`config.mk`:
```
export PLATFORM = sky130hd
export DESIGN_NAME = rom_arbiter
export DESIGN_NICKNAME = d
export VERILOG_FILES = /design/src/rtl/rom_arbiter.sv
export SDC_FILE = /design/constraint.sdc
export NUM_CORES = 1
export LEC_CHECK = 0
export CAP_MARGIN = 20
export CORE_UTILIZATION = 47
export CTS_CLUSTER_SIZE = 28
export DETAILED_ROUTE_END_ITERATION = 10
export PLACE_DENSITY = 0.94
export SETUP_SLACK_MARGIN = 0.15
export SYNTH_ARGS = -nofsm -noshare
export SYNTH_HDL_FRONTEND = slang
export SYNTH_HIERARCHICAL = 1
export SYNTH_SLANG_ARGS = --single-unit
```
`constraint.sdc`:
```
create_clock -name clk -period 4.1 [get_ports clk]
set_input_delay 0.615 -clock clk [delete_from_list [all_inputs] [get_ports clk]]
set_output_delay 0.615 -clock clk [all_outputs]
set_load 0.01 [all_outputs]
```
`src/rtl/rom_arbiter.sv`:
```
// Two-port (IF, D) arbiter for a single async-read program ROM: fixed D priority,
// IF anti-starvation override, one-cycle registered response. Optional: ROM_ARB_ALIGN_CHK_EN.

// Per-requester response data register; zero forces an all-zero word on capture.
module rom_arb_rsp (
  input  logic        clk,
  input  logic        rst_n,
  input  logic        cap,
  input  logic        zero,
  input  logic [31:0] rom_rd,
  output logic [31:0] rdata
);
  always_ff @(posedge clk or negedge rst_n) begin
    if (!rst_n)   rdata <= '0;
    else if (cap) rdata <= zero ? 32'h0 : rom_rd;
  end
endmodule

module rom_arbiter #(
  parameter int ADDRESS_WIDTH = 32,
  parameter int STARVE_LIMIT  = 4
) (
  input  logic                     clk,
  input  logic                     rst_n,
  input  logic                     if_req,
  input  logic [ADDRESS_WIDTH-1:0] if_addr,
  output logic                     if_gnt,
  output logic                     if_rvalid,
  output logic [31:0]              if_rdata,
  output logic                     if_err,
  input  logic                     d_req,
  input  logic [ADDRESS_WIDTH-1:0] d_addr,
  output logic                     d_gnt,
  output logic                     d_rvalid,
  output logic [31:0]              d_rdata,
  output logic [ADDRESS_WIDTH-1:0] rom_addr,
  input  logic [31:0]              rom_rd
);
  localparam int AW   = ADDRESS_WIDTH;
  localparam int NP   = 2;
  localparam int P_IF = 0;
  localparam int P_D  = 1;
  localparam int SW   = (STARVE_LIMIT > 0) ? $clog2(STARVE_LIMIT + 1) : 1;
  localparam logic [SW-1:0] LIMIT = SW'(STARVE_LIMIT);

  typedef struct packed {
    logic          req;
    logic [AW-1:0] addr;
  } arb_req_t;

  typedef enum logic [1:0] {OWN_NONE = 2'd0, OWN_IF = 2'd1, OWN_D = 2'd2} owner_e;

  arb_req_t [NP-1:0]        rq;
  logic [NP-1:0]            gnt;
  logic [NP-1:0]            zero;
  logic [NP-1:0][31:0]      rdata;
  logic [SW-1:0]            starve_cnt;
  logic                     force_if;
  logic                     if_mis;
  logic                     issue;
  logic [AW-1:0]            last_addr;
  owner_e                   owner;

  assign rq[P_IF] = {if_req, if_addr};
  assign rq[P_D]  = {d_req, d_addr};

`ifdef ROM_ARB_ALIGN_CHK_EN
  assign if_mis = (if_addr[1:0] != 2'b00);
`else
  assign if_mis = 1'b0;
`endif

  // LIMIT==0 makes this constantly true, so IF wins every tie.
  assign force_if  = (starve_cnt >= LIMIT);
  assign gnt[P_IF] = rq[P_IF].req & (~rq[P_D].req | force_if);
  assign gnt[P_D]  = rq[P_D].req & ~gnt[P_IF];
  assign if_gnt    = gnt[P_IF];
  assign d_gnt     = gnt[P_D];

  // A rejected misaligned IF never reaches the ROM, so the bus keeps its last address.
  assign issue    = gnt[P_D] | (gnt[P_IF] & ~if_mis);
  assign rom_addr = gnt[P_D]               ? rq[P_D].addr  :
                    (gnt[P_IF] & ~if_mis)  ? rq[P_IF].addr : last_addr;

  always_ff @(posedge clk or negedge rst_n) begin
    if (!rst_n) begin
      last_addr  <= '0;
      starve_cnt <= '0;
      owner      <= OWN_NONE;
    end else begin
      if (issue) last_addr <= rom_addr;
      if (gnt[P_IF])
        starve_cnt <= '0;
      else if (if_req && gnt[P_D] && starve_cnt < LIMIT)
        starve_cnt <= starve_cnt + 1'b1;
      if (gnt[P_IF])     owner <= OWN_IF;
      else if (gnt[P_D]) owner <= OWN_D;
      else               owner <= OWN_NONE;
    end
  end

  assign zero[P_IF] = if_mis;
  assign zero[P_D]  = 1'b0;

  for (genvar g = 0; g < NP; g++) begin : g_rsp
    rom_arb_rsp u_rsp (
      .clk    (clk),
      .rst_n  (rst_n),
      .cap    (gnt[g]),
      .zero   (zero[g]),
      .rom_rd (rom_rd),
      .rdata  (rdata[g])
    );
  end

  assign if_rdata  = rdata[P_IF];
  assign d_rdata   = rdata[P_D];
  assign if_rvalid = (owner == OWN_IF);
  assign d_rvalid  = (owner == OWN_D);

`ifdef ROM_ARB_ALIGN_CHK_EN
  logic if_err_q;
  always_ff @(posedge clk or negedge rst_n) begin
    if (!rst_n) if_err_q <= 1'b0;
    else        if_err_q <= gnt[P_IF] & if_mis;
  end
  assign if_err = if_err_q;
`else
  assign if_err = 1'b0;
`endif

endmodule

```
Yosys cells after proc, flatten, opt, wreduce, memory -nomap -nowiden
Cells that the tools add are included.

storage, ports and cells
  register bits = 101
  bits in latches = 0
  RAM bits = 0
  ROM bits = 0
  memories kept = 0

cells by class
  add/sub/neg operators = 1
  $mul = 0
  div/mod/pow operators = 0
  order comparisons = 2
  eq/ne operators = 2
  shift-type cells = 0
  multiplexer cells = 6
  bitwise gates (word level) = 6
  reductions and logical operators = 3

operators with widths
  cell                 count
  $mux 32              2
  $mux 3               2
  $mux 2               2
  $add 3x1->3 const B  1
  $ge 3x3->1 const B   1
  $lt 3x3->1 const B   1
  $and 1x1->1          2
  $eq 2x1->1 const B   1
  $eq 2x2->1 const B   1
  $logic_and 1x1->1    2
  $not 1->1            2
  $or 1x1->1           2
  $reduce_bool 2->1    1

Logic depth before layout (Yosys ltp)
Gate-level depths: netlist of the first run.

  word-level depth = 9
  depth in mapped cells = 9
  mapped depth without buffers = 4

Modules after synthesis
The synthesis of the first run kept the hierarchy.

modules (own cells, without submodules)
  module       instances  cells an instance  area each (sq um)  seq. area each (sq um)
  rom_arb_rsp  2          138                1407.6             800.8
  rom_arbiter  1          206                2031.9             925.9

Worst setup path before layout of the first run
Ideal clock, no wire load.

  kind = input-to-output
  start = input port d_req
  end = output port rom_addr[10]
  arrival = 1.506 ns
  data required time = 3.485 ns
  path slack = 1.979 ns
  stages = 6
  buffers on the path = 3
  cell sequence = buf_4 -> a21bo_1 -> buf_6 -> buf_6 -> o22ai_2 -> a21oi_1

between the ends
  word-level cells in the longest chain between the ends = 6
  elaborated cells on any way between the ends = 7
  classes of those cells = 2 x mux; 5 x bitwise

RTL lines
  element          RTL line  source
  start, declared  31        input logic d_req,
  $not 1->1        75        assign gnt[P_IF] = rq[P_IF].req & (~rq[P_D].req | force_if);
  $or 1x1->1       75
  $and 1x1->1      75
  $not 1->1        76        assign gnt[P_D] = rq[P_D].req & ~gnt[P_IF];
  $and 1x1->1      76
  $mux 32 *        82        assign rom_addr = gnt[P_D] ? rq[P_D].addr :
  end, declared    36        output logic [ADDRESS_WIDTH-1:0] rom_addr,

Mark *: on every way between the ends. The rest lies on a longest branch, timed or not.

Worst setup path after layout of the first run
  start = input port if_req
  end = output port rom_addr[0]

between the ends
  word-level cells in the longest chain between the ends = 4
  elaborated cells on any way between the ends = 5
  classes of those cells = 2 x mux; 3 x bitwise

RTL lines
  element          RTL line  source
  start, declared  25        input logic if_req,
  $and 1x1->1 *    75
  $not 1->1        76
  $and 1x1->1      76
  $mux 32 *        82

Marked as above.

==> results of run 1 <==
[layout make-up]
| cell class | instances | area, µm² |
|---|---|---|
| flip-flops and latches | 101 | 2530 |
| fillers | 709 | 2900 |
| multi-input cells | 255 | 1660 |
| clock buffers | 10 | 128 |
| repair buffers | 207 | 2050 |
| inverters | 99 | 372 |
| clock inverters | 6 | 68.8 |
| well taps | 133 | 166 |
[flip-flops by register name (all words and copies together) (netlist names)]
name	count
starve_cnt	3
last_addr	32
g_rsp.u_rsp/rdata	64
owner	2
[logic make-up (layout without fill, tap and decap cells)]
group / Yosys count / after routing
multiplexers: 8 / 8
other: 1 / 11
AND/OR/NAND/NOR: 72 / 72
adder cells (fa/ha/maj): 1 / 1
flip-flops: 101 / 101
AO/OA/AOI/OAI: 163 / 163
buffers and inverters: 136 / 322
[routing by layer]
layer / vias up / routed length (µm)
met5: - / 0
li1: 1962 / -
met4: 0 / 299
met2: 167 / 6480
met1: 1997 / 5240
met3: 20 / 700
[worst max-delay path by stage]
stage / startpoint / to / cells after the start
after detailed placement: if_req / rom_addr[22] / 4
after CTS: if_req / rom_addr[22] / 4
final: if_req / rom_addr[0] / 6
after global routing: if_req / rom_addr[0] / 6
after floorplan: d_req / rom_addr[10] / 6
after global placement: if_req / rom_addr[22] / 6
[critical path: cells and delay by family]
family	cells	cell delay, ns
and+or+nand+nor	1	0.18
buffers and inverters	3	1.72
AOI/OAI and AO/OA	2	0.35
[report_power, final]
| part | internal (W) | switching, W |
|---|---|---|
| sequential | 0.00110 | 0.0000547 |
| clock | 0.000287 | 0.000344 |
| combinational | 0.000356 | 0.000292 |
[per-stage QoR]
stage	power (W)	utilization, %	setup WS [ns]	area, µm²	hold WS (ns)
2_1_floorplan	0.00146	-	1.98	4880	0.319
3_3_place_gp	0.00179	68.7	0.688	6770	0.497
3_5_place_dp	0.00182	68.7	0.628	6770	0.501
4_1_cts	0.00245	70.6	0.612	6970	0.373
5_1_grt	0.00256	70.6	0.458	6970	0.400
6_report	0.00244	70.6	0.613	6970	0.343
[synthesized netlist by cell type (2+ instances only)]
master	count	area share, %
dfrtp_1	101	52
nand3b_1	64	9.9
buf_4	6	0.93
inv_1	99	7.7
nand2_1	2	0.15
buf_2	9	0.93
o22ai_1	14	1.8
mux2_2	8	1.9
buf_6	21	4.9
nor2b_1	2	0.26
a21oi_1	64	6.6
o21ai_1	64	6.6
o22ai_2	20	5.2
==> tab_implementation.tex, run 1 <==
\begin{tabular}{lr}
\hline
Metric & Value \\
\hline
\multicolumn{2}{l}{\textbf{Status}} \\
\quad Run status & completed \\
\multicolumn{2}{l}{\textbf{Detailed routing}} \\
\quad Via-to-Cell Ratio & 5.11 \\
\quad Detailed Routing Iterations Pass 1 & 5 \\
\quad Wirelength, routed & around 13,000 µm \\
\quad Routed wire per std cell & 15.7 µm \\
\quad Antenna Nets Post-Route & 0 \\
\quad Total number of vias & 4,146 \\
\quad Number of DRC markers in iteration 0 & roughly 190 \\
\quad DRC & 0 \\
\multicolumn{2}{l}{\textbf{Worst setup path}} \\
\quad Crit path DAT & 2.87 ns \\
\quad Worst flop-to-flop path startpoint & starve\_cnt[2] \\
\quad Worst setup path category & input pin to output pin \\
\quad Number of cell instances on the worst register-to-register path & 5 \\
\quad Series of cell instances along the critical path & clkdlybuf4s50\_1 > or2\_1 > buf\_4 > o22ai\_1 > a21oi\_1 > clkdlybuf4s50\_1 \\
\quad Max stage delay on crit path & $\sim$0.80 ns \\
\quad R2R setup slack & 2.24 ns \\
\quad Kind of end point of the critical path & output pin \\
\quad Worst Setup Start Kind & input pin \\
\quad Data required, critical path & 3.48 ns \\
\quad CP most frequent cell & clkdlybuf4s50\_1 \\
\quad Reg2reg end & g\_rsp[0].u\_rsp/rdata[9] \\
\quad Crit Path Max Fanout & 25 \\
\quad Cell with the biggest individual delay on the critical path & clkdlybuf4s50\_1 \\
\multicolumn{2}{l}{\textbf{Final layout}} \\
\quad Area growth syn-to-layout & 43.8\% \\
\quad \# diodes & 0 \\
\quad Most frequent standard cell in the layout excluding fill and tap cells & clkdlybuf4s50\_1 \\
\quad Number of nets in the final layout & 774 \\
\quad Number of cells in the finished layout apart from fillers & 811 \\
\quad Top library cells by usage in the layout, fill and taps aside & clkdlybuf4s50\_1 (198), dfrtp\_1 (101), inv\_1 (98) \\
\quad Fraction of layout instances using a drive strength above 1 & about 8\% \\
\multicolumn{2}{l}{\textbf{Clock network}} \\
\quad Root buffer cell & clkbuf\_8 \\
\quad Clock buffer count from CTS & 9 \\
\quad Largest buffer count on any clock path & 2 \\
\quad Clk pin slew, worst setup/hold paths & 0.11 ns \\
\quad Clock tree from TritonCTS & yes \\
\quad Count of hold-fix buffers inserted at cts & 0 \\
\quad Worst-Skew Late Latency & between 0.3 and 0.4 ns \\
\quad Number of clock sinks & 101 \\
\quad Number of cells upsized or downsized after cts & 0 \\
\quad Number of post-CTS setup repair buffers & 0 \\
\quad H-Tree Depth & 3 \\
\multicolumn{2}{l}{\textbf{Power and ir drop}} \\
\quad Total power divided by cell area & 349 mW/mm² \\
\quad Worst vdd rail ir drop & 0.232 mV \\
\quad Static Leakage & 2.96 nW \\
\multicolumn{2}{l}{\textbf{Logic synthesis}} \\
\quad Async SR Flop Fraction & 100\% \\
\quad Mean instance size in the synthesized netlist & 10.1 µm² \\
\quad Combinational family with the most area after synthesis & compound AO/OA/AOI/OAI gates \\
\quad Adder and majority cell fraction of the synthesized area & 0.258\% \\
\quad Count of flip-flops with a built-in enable after synthesis & 0 \\
\quad Complex-gate fraction of the synthesized area & a little over 20\% \\
\quad Proportion of synthesized chip area in sequential cells & 52.1\% \\
\quad Flops \& latches, synth & between 100 and 150 \\
\quad Xor and xnor fraction of the mapped netlist area & 0\% \\
\quad Predominant post-synthesis flop cell & dfrtp\_1 \\
\quad Mux share of post-synthesis cell area & 1.86\% \\
\quad Synthesis Warnings & 6 \\
\quad Post-Syn Instances & 482 \\
\quad Cell area after synthesis & 0.00485 mm² \\
\quad Post-synthesis cell type count & 21 \\
\quad Share of synthesized cell area in and, or, nand and nor gates & 10.8\% \\
\multicolumn{2}{l}{\textbf{Hold path}} \\
\quad Type of the most critical hold path & input pin to async pin \\
\multicolumn{2}{l}{\textbf{Global route}} \\
\quad Aggregate global-route resource usage & 24.2\% \\
\quad Met1 Resource Use GR & 29.8\% \\
\quad Pin count of the biggest net entering global routing & 71 \\
\quad Met3 Usage GRT & about 5.7\% \\
\quad Number of antenna violations at the first check in global routing & 0 \\
\quad Grt ovf & 0 \\
\quad First-pass GRT wire length & 20,600 µm \\
\quad Busiest layer in global routing & met2 \\
\quad Vias in the first global route & 4,096 \\
\quad Met2 Usage GRT & 41.3\% \\
\multicolumn{2}{l}{\textbf{Timing}} \\
\quad Fin crit period & 3.49 ns \\
\quad Setup repair after global routing missed its margin & no \\
\quad Setup Total Neg Slack & 0 ns \\
\quad Fin crit share & a little under nine tenths \\
\quad Final Setup Violations & 0 \\
\quad Count of endpoints failing hold in the final timing report & 0 \\
\quad Clock tree skew after final layout & 0.0185 ns \\
\quad Final Max Slew Viols & 0 \\
\quad Tightest Pin Transition & 0.835 ns \\
\quad FMAX & 287 MHz \\
\quad Worst slew slack as a fraction of its limit & 44.3\% \\
\multicolumn{2}{l}{\textbf{Place}} \\
\quad Inst Count DP & 795 \\
\quad Detail Placement HPWL & 9270 µm \\
\quad Final weighted congestion of routability-driven global placement & 0.858 \\
\quad Buffers added on ports & 199 \\
\multicolumn{2}{l}{\textbf{Die}} \\
\quad Horizontal die dimension & 104 µm \\
\quad Die outline area & 0.0107 mm² \\
\quad Vert. Die Dim & 104 µm \\
\quad Area of the core region & 0.00986 mm² \\
\quad Boundary Pins & about 200 \\
\quad Initial Utilization & 49.1\% \\
\quad Standard-cell rows & 36 \\
\multicolumn{2}{l}{\textbf{Run}} \\
\quad Reported max-cap violation count & 0 \\
\hline
\end{tabular}
No activity file was read; power rests on OpenSTA's default activity.
==> run 2: changes to the inputs <==
--- a/config.mk
+++ b/config.mk
@@ -6,10 +6,12 @@
 export NUM_CORES = 1
 export LEC_CHECK = 0
 export CAP_MARGIN = 20
-export CORE_UTILIZATION = 47
+export CORE_UTILIZATION = 60
 export CTS_CLUSTER_SIZE = 28
 export DETAILED_ROUTE_END_ITERATION = 10
-export PLACE_DENSITY = 0.94
+export DONT_BUFFER_PORTS = 1
+export GPL_TIMING_DRIVEN = 0
+export PLACE_DENSITY = 0.83
 export SETUP_SLACK_MARGIN = 0.15
 export SYNTH_ARGS = -nofsm -noshare
 export SYNTH_HDL_FRONTEND = slang
==> run 2 against run 1 <==
Against the previous run: design area decreased by 25%; critical endpoint is now rom_addr[17]; sequential share of layout area rose by 12 points; final cell count shrank 25%; critical path type unchanged; register-to-register slack gained 0.17 ns; largest power group unchanged; combinational power decreased by 48%; die area shrank 21%; clock power up 2%.
==> tab_implementation.tex, run 2 (same netlist as run 1, synthesis figures left out) <==
\begin{tabular}{lr}
\hline
Metric & Value \\
\hline
\multicolumn{2}{l}{\textbf{Status}} \\
\quad Run status & completed \\
\multicolumn{2}{l}{\textbf{Detailed routing}} \\
\quad Total number of vias & 3,462 (-16\%) \\
\quad Detailed Routing Iterations Pass 1 & 4 (-1) \\
\quad Via-to-Cell Ratio & 5.67 (+11\%) \\
\quad DRC & 0 (unchanged) \\
\quad Wirelength, routed & 10,700 µm (-16\%) \\
\quad Number of DRC markers in iteration 0 & 161 (-13\%) \\
\quad Routed wire per std cell & 17.4 µm (+11\%) \\
\quad Antenna Nets Post-Route & 0 (unchanged) \\
\multicolumn{2}{l}{\textbf{Clock network}} \\
\quad Clock buffer count from CTS & 9 (unchanged) \\
\quad Clk pin slew, worst setup/hold paths & 0.09 ns (-0.02 ns) \\
\quad H-Tree Depth & 3 (unchanged) \\
\quad Largest buffer count on any clock path & 2 (unchanged) \\
\quad Clock tree from TritonCTS & yes \\
\quad Count of hold-fix buffers inserted at cts & 1 (+1) \\
\quad Number of clock sinks & 101 (unchanged) \\
\quad Number of cells upsized or downsized after cts & 0 (unchanged) \\
\quad Number of post-CTS setup repair buffers & 0 (unchanged) \\
\quad Root buffer cell & clkbuf\_8 \\
\quad Worst-Skew Late Latency & 0.35 ns (about the same) \\
\multicolumn{2}{l}{\textbf{Global route}} \\
\quad Vias in the first global route & 3,541 (-14\%) \\
\quad Pin count of the biggest net entering global routing & 102 (+44\%) \\
\quad Grt ovf & 0 (unchanged) \\
\quad Number of antenna violations at the first check in global routing & 0 (unchanged) \\
\quad Aggregate global-route resource usage & 25.5\% (+1.4 points) \\
\quad First-pass GRT wire length & 16,800 µm (-18\%) \\
\multicolumn{2}{l}{\textbf{Worst setup path}} \\
\quad Crit path DAT & 1.67 ns (-1.20 ns) \\
\quad CP most frequent cell & buf\_6 \\
\quad Data required, critical path & 3.48 ns (about the same) \\
\quad Critical path's top delay family & compound AO/OA/AOI/OAI gates \\
\quad Worst flop-to-flop path startpoint & starve\_cnt[2] \\
\quad Reg2reg end & g\_rsp[1].u\_rsp/rdata[25] \\
\quad Worst setup path category & input pin to output pin \\
\quad Worst Setup Start Kind & input pin \\
\quad Max stage delay on crit path & 0.30 ns (-0.50 ns) \\
\quad Cell with the biggest individual delay on the critical path & a21oi\_1 \\
\quad Crit Path Max Fanout & 10 (-60\%) \\
\quad Crit path buffers/inverters & 3 (unchanged) \\
\quad Kind of end point of the critical path & output pin \\
\quad Series of cell instances along the critical path & buf\_4 > a21bo\_1 > buf\_6 > buf\_6 > o22ai\_2 > a21oi\_1 \\
\quad R2R setup slack & 2.41 ns (+0.17 ns) \\
\quad Number of cell instances on the worst register-to-register path & 8 (+3) \\
\multicolumn{2}{l}{\textbf{Timing}} \\
\quad Fin crit share & 55.7\% (-29 points) \\
\quad Final Setup Violations & 0 (unchanged) \\
\quad Final Max Slew Viols & 0 (unchanged) \\
\quad Setup repair after global routing missed its margin & no \\
\quad Clock tree skew after final layout & 0.0129 ns (-0.00555 ns) \\
\quad Setup Total Neg Slack & 0 ns (unchanged) \\
\quad Worst Hold Margin & 0.164 ns (-0.179 ns) \\
\quad Fin crit period & 2.28 ns (-1.20 ns) \\
\quad Count of endpoints failing hold in the final timing report & 0 (unchanged) \\
\quad FMAX & 438 MHz (+53\%) \\
\multicolumn{2}{l}{\textbf{Die}} \\
\quad Standard-cell rows & 32 (-11\%) \\
\quad Horizontal die dimension & 91.9 µm (-11\%) \\
\quad Area of the core region & 0.00777 mm² (-21\%) \\
\quad Boundary Pins & 201 (unchanged) \\
\quad Initial Utilization & 62.4\% (+13 points) \\
\quad Die outline area & 0.00844 mm² (-21\%) \\
\quad Vert. Die Dim & 91.9 µm (-11\%) \\
\multicolumn{2}{l}{\textbf{Power and ir drop}} \\
\quad Worst vdd rail ir drop & 0.280 mV (+21\%) \\
\quad Total power divided by cell area & 416 mW/mm² (+19\%) \\
\quad Static Leakage & 2.38 nW (-20\%) \\
\multicolumn{2}{l}{\textbf{Place}} \\
\quad Buffers added on ports & 0 (-100\%) \\
\quad Inst Count DP & 594 (-25\%) \\
\quad Final weighted congestion of routability-driven global placement & 0.789 (-8.0\%) \\
\quad Detail Placement HPWL & 7800 µm (-16\%) \\
\multicolumn{2}{l}{\textbf{Final layout}} \\
\quad Top Registers & g\_rsp.u\_rsp/rdata: 64 flops, last\_addr: 32 flops, starve\_cnt: 3 flops \\
\quad \# diodes & 0 (unchanged) \\
\quad Fraction of layout instances using a drive strength above 1 & 15.9\% (+7.9 points) \\
\quad Area growth syn-to-layout & 8.29\% \\
\quad Register with the highest flop count & g\_rsp.u\_rsp/rdata \\
\quad Top library cells by usage in the layout, fill and taps aside & dfrtp\_1 (101), inv\_1 (99), a21oi\_1 (64), nand3b\_1 (64), o21ai\_1 (64) \\
\quad Max FFs per register & 64 (unchanged) \\
\quad Number of nets in the final layout & 605 (-22\%) \\
\quad Number of cells in the finished layout apart from fillers & 611 (-25\%) \\
\quad Most frequent standard cell in the layout excluding fill and tap cells & dfrtp\_1 \\
\multicolumn{2}{l}{\textbf{Hold path}} \\
\quad Type of the most critical hold path & input pin to async pin \\
\multicolumn{2}{l}{\textbf{Run}} \\
\quad Reported max-cap violation count & 0 (unchanged) \\
\hline
\end{tabular}
[run 2: changes by cell type in the layout (fill, tap and decap cells not counted), sizes merged]
cell	delta
buf	+28
inv	-1
clkbuf	+1
clkinvlp	+1
clkdlybuf4s50	-198
[run 2: how the worst max path moves through the flow]
stage	from	end	slack, ns	cells after the start
after floorplan	d_req	rom_addr[10]	1.98	6
after global placement	d_req	rom_addr[17]	1.83	6
after detailed placement	d_req	rom_addr[17]	1.81	6
after CTS	d_req	rom_addr[17]	1.81	6
after global routing	starve_cnt[2]	rom_addr[8]	1.75	5
final	d_req	rom_addr[17]	1.82	6
[run 2: where the power goes]
group	switching (W)	internal [W]
logic	0.000199	0.000136
registers	0.0000999	0.00110
clock network	0.000343	0.000303
[run 2: layout make-up]
type                            instances  area, µm²
Buffer                                 37        330
Clock buffer                           10        138
Clock inverter                          6       71.3
Fill cell                             610       2520
Inverter                               99        372
Multi-Input combinational cell        255       1660
Sequential cell                       101       2530
Tap cell                              102        128
Timing Repair Buffer                    1       27.5
[run 2: stage by stage]
step / total power, W / setup slack [ns] / util [%] / area, µm²
after floorplan: 0.00146 / 1.98 / - / 4880
after global placement: 0.00151 / 1.83 / 64.5 / 5010
after detailed placement: 0.00153 / 1.81 / 64.5 / 5010
after CTS: 0.00220 / 1.81 / 67.6 / 5250
after global routing: 0.00229 / 1.75 / 67.6 / 5250
final: 0.00218 / 1.82 / 67.6 / 5250
[run 2: worst register-to-register path: stages, from the launching register on]
cell and delay [ns]:
dfrtp_1 0.40, a21bo_1 0.20, buf_6 0.14, buf_6 0.15, inv_1 0.19, buf_6 0.19, buf_6 0.15, nand3b_1 0.08
o21ai_1 0.10
[run 2: layer usage]
metal / global-route usage [%] / up-vias / part of all wire (%)
met5: 0 / - / 0
met4: 8.46 / 0 / 1.6
met3: 7.30 / 16 / 8.0
met2: 43.8 / 154 / 50
met1: 31.0 / 1661 / 40
li1: - / 1631 / -
